$ cat config.mk
export PLATFORM = sky130hd
export DESIGN_NAME = tt_extractor
export DESIGN_NICKNAME = d
export VERILOG_FILES = /design/src/rtl/tt_extractor.sv
export SDC_FILE = /design/constraint.sdc
export NUM_CORES = 1
export LEC_CHECK = 0
export BUFFER_PORTS_ARGS = -buffer_cell sky130_fd_sc_hd__buf_2
export CAP_MARGIN = 10
export CORE_ASPECT_RATIO = 0.7
export CORE_MARGIN = 3
export CORE_UTILIZATION = 49
export CTS_BUF_LIST = sky130_fd_sc_hd__clkbuf_4 sky130_fd_sc_hd__clkbuf_8 sky130_fd_sc_hd__clkbuf_16
export DETAILED_ROUTE_END_ITERATION = 8
export PLACE_DENSITY = 0.73
export RECOVER_POWER = 25
export SYNTH_ARGS = -nofsm -noshare
export SYNTH_HDL_FRONTEND = slang
export SYNTH_SLANG_ARGS = --single-unit
$ cat constraint.sdc
create_clock -name clk -period 1.95 [get_ports clk]
set_input_delay 0.195 -clock clk [delete_from_list [all_inputs] [get_ports clk]]
set_output_delay 0.195 -clock clk [all_outputs]
set_load 0.02 [all_outputs]
$ cat src/rtl/tt_extractor.sv
// Truth-table extractor: sweeps all 2**N_IN input rows into a gate under test and packs its output into a hex word.
// Latency: done is high 1 + 2**N_IN*(SETTLE+NSAMP) cycles after the edge that accepts start.
// Backpressure: none; start is honoured only in IDLE, and requests made while busy or finishing are dropped.
//
// Ports:
//   clk, rst      - rising-edge clock, synchronous active-high reset
//   start         - one-cycle sweep request; expected_tt is captured with it
//   dut_in        - drives the gate inputs (row index; dut_in[N_IN-1] is input _0)
//   dut_out       - gate output, sampled NSAMP times per row after SETTLE cycles
//   busy, done    - sweep in progress / one-cycle result strobe
//   tt, match, unstable - result word, compare against expected_tt, sample disagreement
module tt_extractor #(
    parameter int N_IN   = 4,
    parameter int SETTLE = 2,
    parameter int NSAMP  = 2
) (
    input  logic                 clk,
    input  logic                 rst,
    input  logic                 start,
    input  logic [2**N_IN-1:0]   expected_tt,
    output logic [N_IN-1:0]      dut_in,
    input  logic                 dut_out,
    output logic                 busy,
    output logic                 done,
    output logic [2**N_IN-1:0]   tt,
    output logic                 match,
    output logic                 unstable
);

    localparam int TW   = 2**N_IN;
    localparam int CMAX = (SETTLE > NSAMP) ? SETTLE : NSAMP;
    localparam int CW   = (CMAX > 1) ? $clog2(CMAX) : 1;
    localparam logic [CW-1:0] SETTLE_LAST = CW'(SETTLE - 1);
    localparam logic [CW-1:0] NSAMP_LAST  = CW'(NSAMP - 1);

    typedef enum logic [1:0] {
        IDLE,
        SETTLE_ST,
        SAMPLE,
        FINISH
    } state_t;

    state_t            state_q, state_d;
    logic [N_IN-1:0]   row_q;
    logic [CW-1:0]     cnt_q;
    logic [TW-1:0]     shadow_q, shadow_nxt;
    logic [TW-1:0]     exp_q;
    logic              sticky_q, sticky_nxt;
    logic              first_q;
    logic              last_settle, last_samp, last_row;
    logic [N_IN-1:0]   bit_idx;

    // Row r lands in bit TW-1-r; with TW = 2**N_IN that is simply ~r.
    assign bit_idx = ~row_q;

    always_ff @(posedge clk) begin
        if (rst) state_q <= IDLE;
        else     state_q <= state_d;
    end

    always_comb begin
        state_d     = state_q;
        busy        = 1'b0;
        done        = 1'b0;
        dut_in      = '0;
        last_settle = (cnt_q == SETTLE_LAST);
        last_samp   = (cnt_q == NSAMP_LAST);
        last_row    = &row_q;
        shadow_nxt  = shadow_q;
        shadow_nxt[bit_idx] = dut_out;
        // Every sample after the first is compared against the row's first sample.
        sticky_nxt  = sticky_q | ((cnt_q != '0) && (dut_out != first_q));
        case (state_q)
            IDLE: begin
                if (start) state_d = SETTLE_ST;
            end
            SETTLE_ST: begin
                busy   = 1'b1;
                dut_in = row_q;
                if (last_settle) state_d = SAMPLE;
            end
            SAMPLE: begin
                busy   = 1'b1;
                dut_in = row_q;
                if (last_samp) state_d = last_row ? FINISH : SETTLE_ST;
            end
            FINISH: begin
                done    = 1'b1;
                state_d = IDLE;
            end
            default: state_d = IDLE;
        endcase
    end

    always_ff @(posedge clk) begin
        if (rst) begin
            row_q    <= '0;
            cnt_q    <= '0;
            shadow_q <= '0;
            exp_q    <= '0;
            sticky_q <= 1'b0;
            first_q  <= 1'b0;
            tt       <= '0;
            match    <= 1'b0;
            unstable <= 1'b0;
        end else begin
            case (state_q)
                IDLE: begin
                    if (start) begin
                        exp_q    <= expected_tt;
                        shadow_q <= '0;
                        sticky_q <= 1'b0;
                        row_q    <= '0;
                        cnt_q    <= '0;
                    end
                end
                SETTLE_ST: begin
                    cnt_q <= last_settle ? '0 : cnt_q + 1'b1;
                end
                SAMPLE: begin
                    shadow_q <= shadow_nxt;
                    sticky_q <= sticky_nxt;
                    if (cnt_q == '0) first_q <= dut_out;
                    if (last_samp) begin
                        cnt_q <= '0;
                        // Results are published on entry to FINISH so they are valid alongside done.
                        if (last_row) begin
                            tt       <= shadow_nxt;
                            match    <= (shadow_nxt == exp_q);
                            unstable <= sticky_nxt;
                        end else begin
                            row_q <= row_q + 1'b1;
                        end
                    end else begin
                        cnt_q <= cnt_q + 1'b1;
                    end
                end
                default: ;
            endcase
        end
    end

endmodule
After elaboration in Yosys (flattened, before gate mapping)

Index checks and enable logic that the tools add are counted.

Flip-flop bits (word level): 59
Latch bits: 0
Bits in writable memories: 0
Bits in read-only memories: 0
Input port bits: 20
Output and inout bits: 24
Logic and storage cells: 61
Memories kept: 0

Add/subtract/negate cells: 2
Multiply operators: 0
Div/mod/pow operators: 0
$lt $le $gt $ge: 2
Eq/ne operators: 9
Shift-type cells: 0
Mux-type cells: 21
Bitwise gates (word level): 3
Reductions and logical operators: 14

Operators by type and width:

| operator            | count |
|---|---|
| $pmux 16 s2         | 1 |
| $bwmux 16           | 1 |
| $eq 16x16->1        | 1 |
| $mux 16             | 1 |
| $mux 4              | 4 |
| $mux 2              | 4 |
| $ne 2x2->1 const B  | 4 |
| $pmux 2 s4          | 1 |
| $pmux 4 s2          | 1 |
| $reduce_and 2->1    | 4 |
| $reduce_and 4->1    | 2 |
| $reduce_and 6->1    | 1 |
| $lt 4x5->1 const B  | 1 |
| $mux 1              | 5 |
| $add 4x1->4 const B | 1 |
| $demux 1 s4         | 1 |
| $eq 2x2->1 const B  | 2 |
| $ge 4x1->1 const B  | 1 |
| $not 4->4           | 1 |
| $pmux 1 s2          | 2 |
| $reduce_bool 2->1   | 2 |
| $reduce_and 3->1    | 1 |
| $eq 2x1->1 const B  | 1 |
| $logic_and 1x1->1   | 2 |
| other kinds (6)     | 6 |

Depth between registers and ports, before layout

Gate-level depths: netlist (run 1).

Word-level depth: 7
Depth in mapped cells: 9
Depth with buffers taken out: 8

Worst setup path before layout (run 1)

Ideal clock, no wire load.

Path kind: flip-flop to flip-flop
Start: register row_q[0]
End: register match
Setup time: 92 ps
Arrival: 1800 ps
Required time: 1858 ps
Path slack: 57 ps
Cell stages (with the launch flop): 8
Path buffers: 0
Clock period less this slack: 1893 ps
Cells stage by stage: dfxtp_1 -> ha_1 -> nor3b_1 -> mux2i_1 -> xnor2_1 -> nor4_1 -> nand4_1 -> o32ai_1

Cells in the longest elaborated chain, start to end: 7
Elaborated cells on any way between the ends: 9
Those cells by class: order compare (2); eq/ne (1); mux (3); bitwise (1); reduce/logical (2)

Ends and longest elaborated chain:

| what                                                           | line | source |
|---|---|---|
| start, declared                                                | 44   | `logic [N_IN-1:0] row_q;` |
| start signal, assigned                                         | 132  | `row_q <= row_q + 1'b1;` |
| $not 4->4                                                      | 54   | `assign bit_idx = ~row_q;` |
| $lt 4x5->1 (not written as such) or $ge 4x1->1 (tied branches) | 70   | `shadow_nxt[bit_idx] = dut_out;` |
| $logic_and 1x1->1 (not written as such)                        | 70   |  |
| $mux 1 (not written as such)                                   | 70   |  |
| $demux 1 s4                                                    | 70   |  |
| $bwmux 16                                                      | 70   |  |
| $eq 16x16->1                                                   | 129  | `match <= (shadow_nxt == exp_q);` |
| end signal, assigned                                           | 129  |  |
| end, declared                                                  | 26   | `output logic match,` |

Parallel ways exist; a longest one is shown, timed or not.
A chain may end at the register's enable or synchronous reset.

Final worst setup path (run 1)

Start: register row_q[1]
End: register match

The elaborated chain is that of the path after synthesis.

==> key figures, run 1 <==
Outcome
  • Status: finished, final reports clean

Cells and area
  • Fin nets: 448
  • Share of post-route cells with drive strength above 1: 23.5%
  • Synth-to-Final Area Change: 22.9%
  • Finished Layout Cells: 500
  • Final instance area: 3700 um^2
  • ANT cells: 0
  • Fill count: 519

Pwr
  • Clk network pwr share: roughly a third
  • VDD IR-drop max: 0.000552 V
  • Overall power: 0.00330 W
  • Leakage power: 1.49 nW
  • Comb pwr share: 25.0%
  • Switching Fraction: 33.2%
  • Sw power: 0.00109 W
  • Pwr per Cell Area: 891 nW/um^2
  • Cell Int Power: 0.00220 W
  • Seq pwr share: between 40% and 50%

Clock network
  • CTS sink count: around 60
  • Root buffer selected by CTS: clkbuf_8
  • H-tree Lvls: 3
  • Worst-skew pair later-pin latency: 0.34 ns
  • CTS Buffer Depth: 2
  • Num CTS Buffers: 9
  • Clock transition at path regs: 0.07 ns
  • CTS tree: built
  • Post-CTS setup buffer count: 0
  • # hold bufs at CTS: 0

GRT
  • Met2 usage: 33.5%
  • Gr usage total: 21.6%
  • Global Route met3 Usage: 7.49%
  • Initial antenna violation count: 0
  • Pin count of the biggest net entering global routing: 32
  • GR Overflow Total: 0
  • Number of global-route vias before repair: 2510
  • Global route hottest layer: met2
  • Met1 Use GR: 29.0%
  • First-pass GRT wire length: between 10 and 15 mm

Critical path
  • CP required: 2.20 ns
  • Kind of critical path: reg -> reg
  • Cell Chain, Critical Path: ha_1 > buf_4 > and3_4 > mux2i_4 > xnor2_2 > nor4_2 > nand4_1 > o32ai_1
  • RR Startpoint: row_q[1]
  • Max incr delay on CP: 0.36 ns
  • Top delay family on crit path: simple AND/OR/NAND/NOR gates
  • CP startpoint kind: flip-flop
  • Worst-path cell with the longest stage delay: dfxtp_4
  • Critical path data arrival time: 2.10 ns
  • R2R Setup Slk: 0.1 ns
  • Crit path buffers/inverters: 1
  • Critical Path Sink Type: flip-flop
  • Worst R2R End: match
  • CP Max Fanout: 4
  • FF-to-FF path depth: 8

STA
  • Final Hold Violating Endpoints: 0
  • Max Freq: ~540 MHz
  • RSZ-0062 raised after global routing: false
  • Final critical-path required period: 1.85 ns
  • Period utilisation layout: between 90 and 100%
  • Final slew viol count: 0
  • Worst rel slew slack: 72.8%
  • Slew @ Worst Pin: 0.397 ns
  • Total negative slack: 0 ns
  • Clock Skews: about 0.0034 ns
  • Final setup fails: 0

Synthesis
  • Post-synth top flop: dfxtp_1
  • Mapped Area: between 3000 and 4000 um^2
  • Synth top area share: 39.2%
  • Cell variety after synth: 46
  • Mapped Cells: 360
  • Top cells by area, synth: dfxtp_1 39%, a21oi_1 7.0%, nand2_1 6.2%
  • Async SR Flop Fraction: 0%
  • Syn nets: just under 400
  • EDFF count, synth: 0
  • Synth area leader: dfxtp_1
  • Avg Cell Area, Syn: roughly 8.4 um^2
  • Synthesized flop and latch total: 59
  • Seq/Total Area, Yosys: between 30% and 40%
  • Yosys warnings: 0

Hold path
  • WHS Path Cells: 3
  • Class of the worst hold path: in -> reg
  • Worst-case hold path end point: exp_q[8]
  • Hold_sp: expected_tt[8]

Place
  • Post-DP Area: 3430 um^2
  • Routability Congestion: 0.918
  • Input/output buffers: 43
  • Cells after DPL: just under 500
  • HPWL Detailed: around 5.4 mm

Routing
  • Routed Antenna Nets: 0
  • Vias/cell: 5.45
  • Router iterations before antenna repair: 5
  • DR iter-0 viols: 150
  • WL/cell: around 15 um
  • Number of remaining DRC errors: 0
  • Vias post-DR: 2724
  • Routed wire length: 7.42 mm

Die
  • Die area: a little over 7000 um^2
  • Row cnt: 23
  • Die height: about 72 um
  • Core area: between 5000 and 6000 um^2
  • Die Span X: 99.7 um
  • I/O pins: 44
  • Starting density of the core: 51.5%

Flow run
  • Max Cap Viol: 0
-- cells in the mapped netlist (2+ instances only) --
| cell type | number |
|---|---|
| nor3_1 | 2 |
| mux2i_2 | 3 |
| and3b_1 | 4 |
| ha_1 | 8 |
| a21oi_2 | 2 |
| inv_1 | 7 |
| and3_1 | 6 |
| nand3b_4 | 2 |
| dfxtp_1 | 59 |
| buf_2 | 3 |
| a211oi_1 | 17 |
| xor2_1 | 6 |
| nor4_1 | 2 |
| nor3b_1 | 4 |
| o21ai_0 | 13 |
| nand2b_1 | 6 |
| buf_6 | 4 |
| xnor2_1 | 7 |
| clkbuf_1 | 14 |
| nand3_1 | 3 |
| nand2_1 | 50 |
| nand3b_1 | 6 |
| nand4_1 | 4 |
| and2_1 | 5 |
| buf_1 | 3 |
| a21oi_1 | 42 |
| mux2i_1 | 13 |
| nor2_1 | 47 |
-- through the flow --
stage	hold slack, ns	setup slack, ns	utilization (%)
floorplan	0.331	0.0574	-
global placement	0.435	0.0698	58.8
detailed placement	0.442	-0.00922	58.8
CTS	0.0698	0.00835	62.2
global route	0.0675	0.00332	63.4
finish	0.0838	0.0975	63.4
-- how the worst max path moves through the flow --
stage	start	to	slack [ns]	depth (start not counted)
6_report	row_q[1]	match	0.1	8
3_3_place_gp	row_q[0]	match	0.07	8
5_1_grt	row_q[0]	unstable	0.003	7
3_5_place_dp	row_q[0]	match	-0.009	8
2_1_floorplan	row_q[0]	match	0.06	7
4_1_cts	row_q[0]	match	0.008	8
-- registers in the layout (all words and copies together) (netlist names) --
signal	cells
state_q	2
row_q	4
match	1
shadow_q	16
cnt_q	1
tt	16
unstable	1
sticky_q	1
first_q	1
exp_q	16
-- layer usage --
layer | wire, um | vias up
met3 | 528 | 13
met2 | 3360 | 98
li1 | - | 1355
met1 | 3410 | 1258
met4 | 121 | 0
met5 | 0 | -
-- final cells by class --
class	count	area, um^2	share of cell area, %
clock inverters	7	68.8	1.86
clock buffers	9	124	3.35
well taps	75	93.8	2.54
multi-input cells	268	1740	47.1
inverters	7	26.3	0.710
repair buffers	75	457	12.3
flip-flops and latches	59	1190	32.1
-- power by group through the flow --
| stage | Clock (W) | Combinational, W | Sequential [W] |
|---|---|---|---|
| after floorplan | 0 | 0.000527 | 0.00138 |
| after global placement | 0 | 0.000781 | 0.00141 |
| after detailed placement | 0 | 0.000797 | 0.00141 |
| after CTS | 0.00111 | 0.000807 | 0.00138 |
| after global routing | 0.00116 | 0.000908 | 0.00140 |
| final | 0.00109 | 0.000824 | 0.00139 |
-- repair_timing --
item | 4_1_cts | 5_1_grt
setup endpoints to repair | 1 | 10
gates resized for setup | 2 | 19
pin swaps | 0 | 1
-- cell usage in the layout (no fill, tap or decap), types with 9 or more instances in the layout --
cell type	count
nand2_1	50
buf_4	30
a21oi_1	42
clkbuf_8	9
dfxtp_1	56
mux2i_1	11
o21ai_0	13
clkbuf_1	19
buf_2	24
a211oi_1	17
nor2_1	47
-- tightest hold or removal path: cells and delay by family --
family / cells / cell delay [ns]
AO/OA/AOI/OAI: 1 / 0.05
AND/OR/NAND/NOR: 1 / 0.04
buffers and inverters: 1 / 0.10
-- kinds of logic (layout without fill, tap and decap cells) --
group	after synthesis	count (layout)	synth area share [%]
mux	17	17	6.44
fa+ha+maj	8	8	3.33
buf+inv	33	98	5.90
flops	59	59	39.2
xor+xnor	13	13	3.78
compound gates	81	81	15.8
simple gates	149	149	25.5
Power figures use the tool's default switching activity.
==> run 2: changes to the inputs <==
--- a/config.mk
+++ b/config.mk
@@ -12,7 +12,7 @@
 export CORE_UTILIZATION = 49
 export CTS_BUF_LIST = sky130_fd_sc_hd__clkbuf_4 sky130_fd_sc_hd__clkbuf_8 sky130_fd_sc_hd__clkbuf_16
 export DETAILED_ROUTE_END_ITERATION = 8
-export PLACE_DENSITY = 0.73
+export PLACE_DENSITY = 0.72
 export RECOVER_POWER = 25
 export SYNTH_ARGS = -nofsm -noshare
 export SYNTH_HDL_FRONTEND = slang
==> key figures, run 2 (same netlist as run 1, synthesis figures left out) <==
Routing
  • Routed Antenna Nets: 0
  • DR iter-0 viols: 178
  • Number of remaining DRC errors: 0
  • Routed wire length: 7.63 mm
  • Router iterations before antenna repair: 4
  • WL/cell: 15.3 um
  • Vias post-DR: about 2700
  • Vias/cell: 5.51

Clock network
  • H-tree Lvls: 3
  • Clock transition at path regs: 0.07 ns
  • CTS tree: built
  • Num CTS Buffers: 9
  • CTS Buffer Depth: 2
  • CTS sink count: 59
  • Root buffer selected by CTS: clkbuf_8
  • Worst-skew pair later-pin latency: 0.34 ns
  • # hold bufs at CTS: 0

Critical path
  • Max incr delay on CP: 0.37 ns
  • Critical path data arrival time: 2.14 ns
  • Cell Chain, Critical Path: ha_2 > buf_4 > and3_4 > mux2i_1 > xnor2_1 > nor4_2 > nand4_1 > o32ai_1
  • Top delay family on crit path: simple AND/OR/NAND/NOR gates
  • Worst-path cell with the longest stage delay: dfxtp_2
  • CP required: 2.21 ns
  • R2R Setup Slk: 0.07 ns
  • Crit path buffers/inverters: 1
  • Critical Path Sink Type: flip-flop
  • Kind of critical path: reg -> reg
  • CP Max Fanout: 4
  • CP startpoint kind: flip-flop

STA
  • RSZ-0062 raised after global routing: true
  • Final Hold Violating Endpoints: 0
  • Total negative slack: 0 ns
  • Max Freq: approximately 530 MHz
  • Final critical-path required period: 1.88 ns
  • Final setup fails: 0
  • Period utilisation layout: 96.4%
  • Clock Skews: around 0.010 ns
  • Setup ws final: approximately 0.070 ns
  • Worst rel slew slack: 57.6%
  • Final slew viol count: 0
  • Slew @ Worst Pin: 0.635 ns

Hold path
  • Class of the worst hold path: in -> reg

Cells and area
  • Top flop regs: exp_q x16, shadow_q x16, tt x16
  • Multi-input logic area: ~1700 um^2
  • Share of post-route cells with drive strength above 1: 22.9%
  • Fin nets: roughly 450
  • Commonest cells after routing, fill and taps aside: 55 x dfxtp_1, 50 x nand2_1, 47 x nor2_1
  • Fill count: 524
  • Register area: 1190 um^2
  • ANT cells: 0
  • Synth-to-Final Area Change: 23.0%
  • Commonest non-fill, non-tap cell in the layout: dfxtp_1

Outcome
  • Status: finished, final reports clean

Die
  • Die height: 71.6 um
  • Starting density of the core: 51.5%
  • I/O pins: 44
  • Core area: 5840 um^2
  • Die area: 7140 um^2
  • Row cnt: 23
  • Die Span X: 99.7 um

Place
  • Dpl ws: -0.154 ns
  • Input/output buffers: 43
  • Routability Congestion: 0.919
  • HPWL Detailed: 5.41 mm

GRT
  • Number of global-route vias before repair: about 2700
  • First-pass GRT wire length: around 13 mm
  • Pin count of the biggest net entering global routing: between 50 and 60
  • Gr usage total: 22.4%
  • Initial antenna violation count: 0
  • GR Overflow Total: 0

Pwr
  • VDD IR-drop max: 0.000670 V
  • Pwr per Cell Area: 921 nW/um^2
  • Leakage power: 1.49 nW
  • Overall power: ~0.0034 W

Flow run
  • Max Cap Viol: 0
## run 2: cell count changes in the layout (fill, tap and decap cells not counted), moves of 2 or more
cell,delta
buf_4,-3
clkbuf_8,+3
ha_2,+2
mux2i_4,-2
## run 2: path summary, 6_finish.rpt
| kind | start | end | cells past startpoint |
|---|---|---|---|
| max reg2reg | row_q[1] | match | 8 |
| min | expected_tt[8] | exp_q[8] | 3 |
| max | row_q[1] | match | 8 |
| min reg2reg | exp_q[9] | exp_q[9] | 2 |
## run 2: stage by stage
step                cell area, um^2  std cells  utilization [%]  hold WS [ns]
detailed placement             3420        481             58.6         0.442
global placement               3420        481             58.6         0.435
CTS                            3660        498             62.6        0.0783
finish                         3700        499             63.4        0.0914
global route                   3700        499             63.4        0.0787
floorplan                      3010        360                -         0.331
## run 2: worst reg2reg max path: stages (launching register included)
cell     delay, ns
dfxtp_2       0.37
ha_2          0.20
buf_4         0.14
and3_4        0.20
mux2i_1       0.22
xnor2_1       0.14
nor4_2        0.29
nand4_1       0.12
o32ai_1       0.11
## run 2: cell type report
class | count | share of cell area [%]
clock inverter | 4 | 1.28
multi-input combinational | 268 | 46.3
clock buffer | 12 | 4.46
sequential | 59 | 32.1
tap | 75 | 2.53
inverter | 7 | 0.710
timing repair buffer | 74 | 12.6
## run 2: layer usage
| metal | up-vias | track usage [%] | part of all wire (%) |
|---|---|---|---|
| li1 | 1354 | - | - |
| met1 | 1314 | 31.5 | 47 |
| met2 | 68 | 33.8 | 46 |
| met3 | 12 | 6.61 | 5.6 |
| met4 | 0 | 5.61 | 1.5 |
| met5 | - | 0 | 0 |
## run 2: power by group
group          switching (W)  internal, W  leakage (nW)
combinational       0.000508     0.000339         0.896
clock               0.000487     0.000690         0.108
sequential         0.0000944      0.00129         0.480
## run 2: timing repair
item	CTS	global route
cloned	0	0
setup buffers	1	1
gates resized for setup	4	14
setup endpoints to repair	2	17
pin swaps	1	3
==> run 3: changes to the inputs <==
--- a/config.mk
+++ b/config.mk
@@ -7,10 +7,12 @@
 export LEC_CHECK = 0
 export BUFFER_PORTS_ARGS = -buffer_cell sky130_fd_sc_hd__buf_2
 export CAP_MARGIN = 10
-export CORE_ASPECT_RATIO = 0.7
+export CORE_ASPECT_RATIO = 0.6
 export CORE_MARGIN = 3
 export CORE_UTILIZATION = 49
 export CTS_BUF_LIST = sky130_fd_sc_hd__clkbuf_4 sky130_fd_sc_hd__clkbuf_8 sky130_fd_sc_hd__clkbuf_16
+export CTS_CLUSTER_DIAMETER = 30
+export CTS_CLUSTER_SIZE = 12
 export DETAILED_ROUTE_END_ITERATION = 8
 export PLACE_DENSITY = 0.72
 export RECOVER_POWER = 25
==> key figures, run 3 (same netlist as run 1, synthesis figures left out) <==
Outcome
  • Status: finished, final reports clean

Cells and area
  • Fill count: a little over 500
  • Final core utilization: between 60% and 70%
  • Synth-to-Final Area Change: 23.4%
  • Commonest non-fill, non-tap cell in the layout: dfxtp_1
  • Final instance area: 3710 um^2
  • ANT cells: 0
  • Share of post-route cells with drive strength above 1: between 20% and 30%
  • Fin nets: 446
  • Top flop regs: exp_q x16, shadow_q x16, tt x16
  • Commonest cells after routing, fill and taps aside: 55 x dfxtp_1, 50 x nand2_1, 47 x nor2_1

Critical path
  • RR Startpoint: row_q[1]
  • Cell Chain, Critical Path: inv_1 > ha_2 > nand3_4 > mux2i_4 > xnor2_2 > nor4_2 > nand4_1 > o32ai_1
  • CP required: 2.20 ns
  • CP startpoint kind: flip-flop
  • Kind of critical path: reg -> reg
  • R2R Setup Slk: 0.08 ns
  • Worst-path cell with the longest stage delay: dfxtp_2
  • Worst Setup SP: row_q[1]
  • Max incr delay on CP: 0.36 ns
  • Worst R2R End: match
  • Critical path data arrival time: approximately 2.1 ns
  • CP Max Fanout: 5
  • FF-to-FF path depth: 8
  • Critical Path Sink Type: flip-flop

Routing
  • WL/cell: 14.9 um
  • DR iter-0 viols: 191
  • Routed wire length: roughly 7.5 mm
  • Routed Antenna Nets: 0
  • Number of remaining DRC errors: 0
  • Router iterations before antenna repair: 4
  • Vias post-DR: 2699
  • Vias/cell: 5.37

Place
  • Post-DP Area: 3410 um^2
  • Input/output buffers: 43
  • HPWL Detailed: 5.22 mm
  • Routability Congestion: 0.924

Clock network
  • Worst-skew pair later-pin latency: 0.35 ns
  • Clock transition at path regs: 0.07 ns
  • Root buffer selected by CTS: clkbuf_8
  • # hold bufs at CTS: 0
  • CTS sink count: 59
  • H-tree Lvls: 3
  • Num CTS Buffers: 9
  • CTS tree: built
  • CTS Buffer Depth: 2

Hold path
  • Hold_sp: expected_tt[12]
  • Class of the worst hold path: in -> reg
  • Worst-case hold path end point: exp_q[12]
  • WHS Path Cells: 3

Die
  • Die height: 66.7 um
  • I/O pins: 44
  • Die Span X: 107 um
  • Die area: 7150 um^2
  • Starting density of the core: 52.3%
  • Row cnt: 21
  • Core area: 5750 um^2

STA
  • Worst rel slew slack: 59.7%
  • Final setup fails: 0
  • Slew @ Worst Pin: 0.604 ns
  • Final Hold Violating Endpoints: 0
  • Worst Hold Margin: 0.0796 ns
  • RSZ-0062 raised after global routing: true
  • Max Freq: 534 MHz
  • Clock Skews: ~0.012 ns
  • Final slew viol count: 0
  • Final critical-path required period: between 1.5 and 2 ns
  • Period utilisation layout: 96.1%

GRT
  • Number of global-route vias before repair: 2511
  • Gr usage total: 22.5%
  • Initial antenna violation count: 0
  • GR Overflow Total: 0
  • Pin count of the biggest net entering global routing: 59
  • First-pass GRT wire length: 12.4 mm

Pwr
  • Pwr per Cell Area: about 900 nW/um^2
  • VDD IR-drop max: 0.000664 V
  • Leakage power: 1.48 nW

Flow run
  • Max Cap Viol: 0
[run 3: metrics by stage]
stage | instances | setup WS, ns | setup TNS [ns] | power, W
3_3_place_gp | 485 | -0.0285 | -0.0285 | 0.00216
6_report | 503 | 0.0764 | 0 | 0.00334
5_1_grt | 503 | -0.0426 | -0.0426 | 0.00352
2_1_floorplan | 360 | 0.0574 | 0 | 0.00191
4_1_cts | 501 | 0.0264 | 0 | 0.00333
3_5_place_dp | 485 | -0.161 | -0.161 | 0.00218
[run 3: worst max path at each step]
| stage | to | cells after the start |
|---|---|---|
| 2_1_floorplan | match | 7 |
| 3_3_place_gp | match | 8 |
| 3_5_place_dp | match | 8 |
| 4_1_cts | match | 8 |
| 5_1_grt | match | 8 |
| 6_report | match | 8 |
[run 3: area by class of cell]
class	instances	area (um^2)	area share, %
Multi-Input combinational cell	268	1750	47.2
Tap cell	80	100	2.69
Clock buffer	11	145	3.91
Sequential cell	59	1190	31.9
Clock inverter	5	62.6	1.68
Inverter	7	26.3	0.707
Timing Repair Buffer	73	442	11.9
[run 3: timing repair]
item                       4_1_cts  5_1_grt
pin swaps                        0        2
setup endpoints to repair        1        4
cloned                           0        0
resized for setup                9       14
hold endpoints to repair         0        0
setup buffers                    0        2
[run 3: per-layer routing]
layer / share of wire, % / global-route usage [%]
met5: 0 / 0
met4: 0.43 / 4.78
met3: 6.9 / 7.84
met2: 45 / 34.4
met1: 47 / 30.7
[run 3: power by group]
part / switching, W / internal (W)
Sequential: 0.0000925 / 0.00129
Clock: 0.000501 / 0.000643
Combinational: 0.000492 / 0.000316
Total: 0.00109 / 0.00225
[run 3: critical path, delay by kind of cell, from the launching register on]
family / cells / cell delay [ns]
AND/OR/NAND/NOR: 3 / 0.47
flip-flops: 1 / 0.36
adder cells (fa/ha/maj): 1 / 0.29
multiplexers: 1 / 0.21
XOR/XNOR: 1 / 0.20
buffers and inverters: 1 / 0.12
AO/OA/AOI/OAI: 1 / 0.11
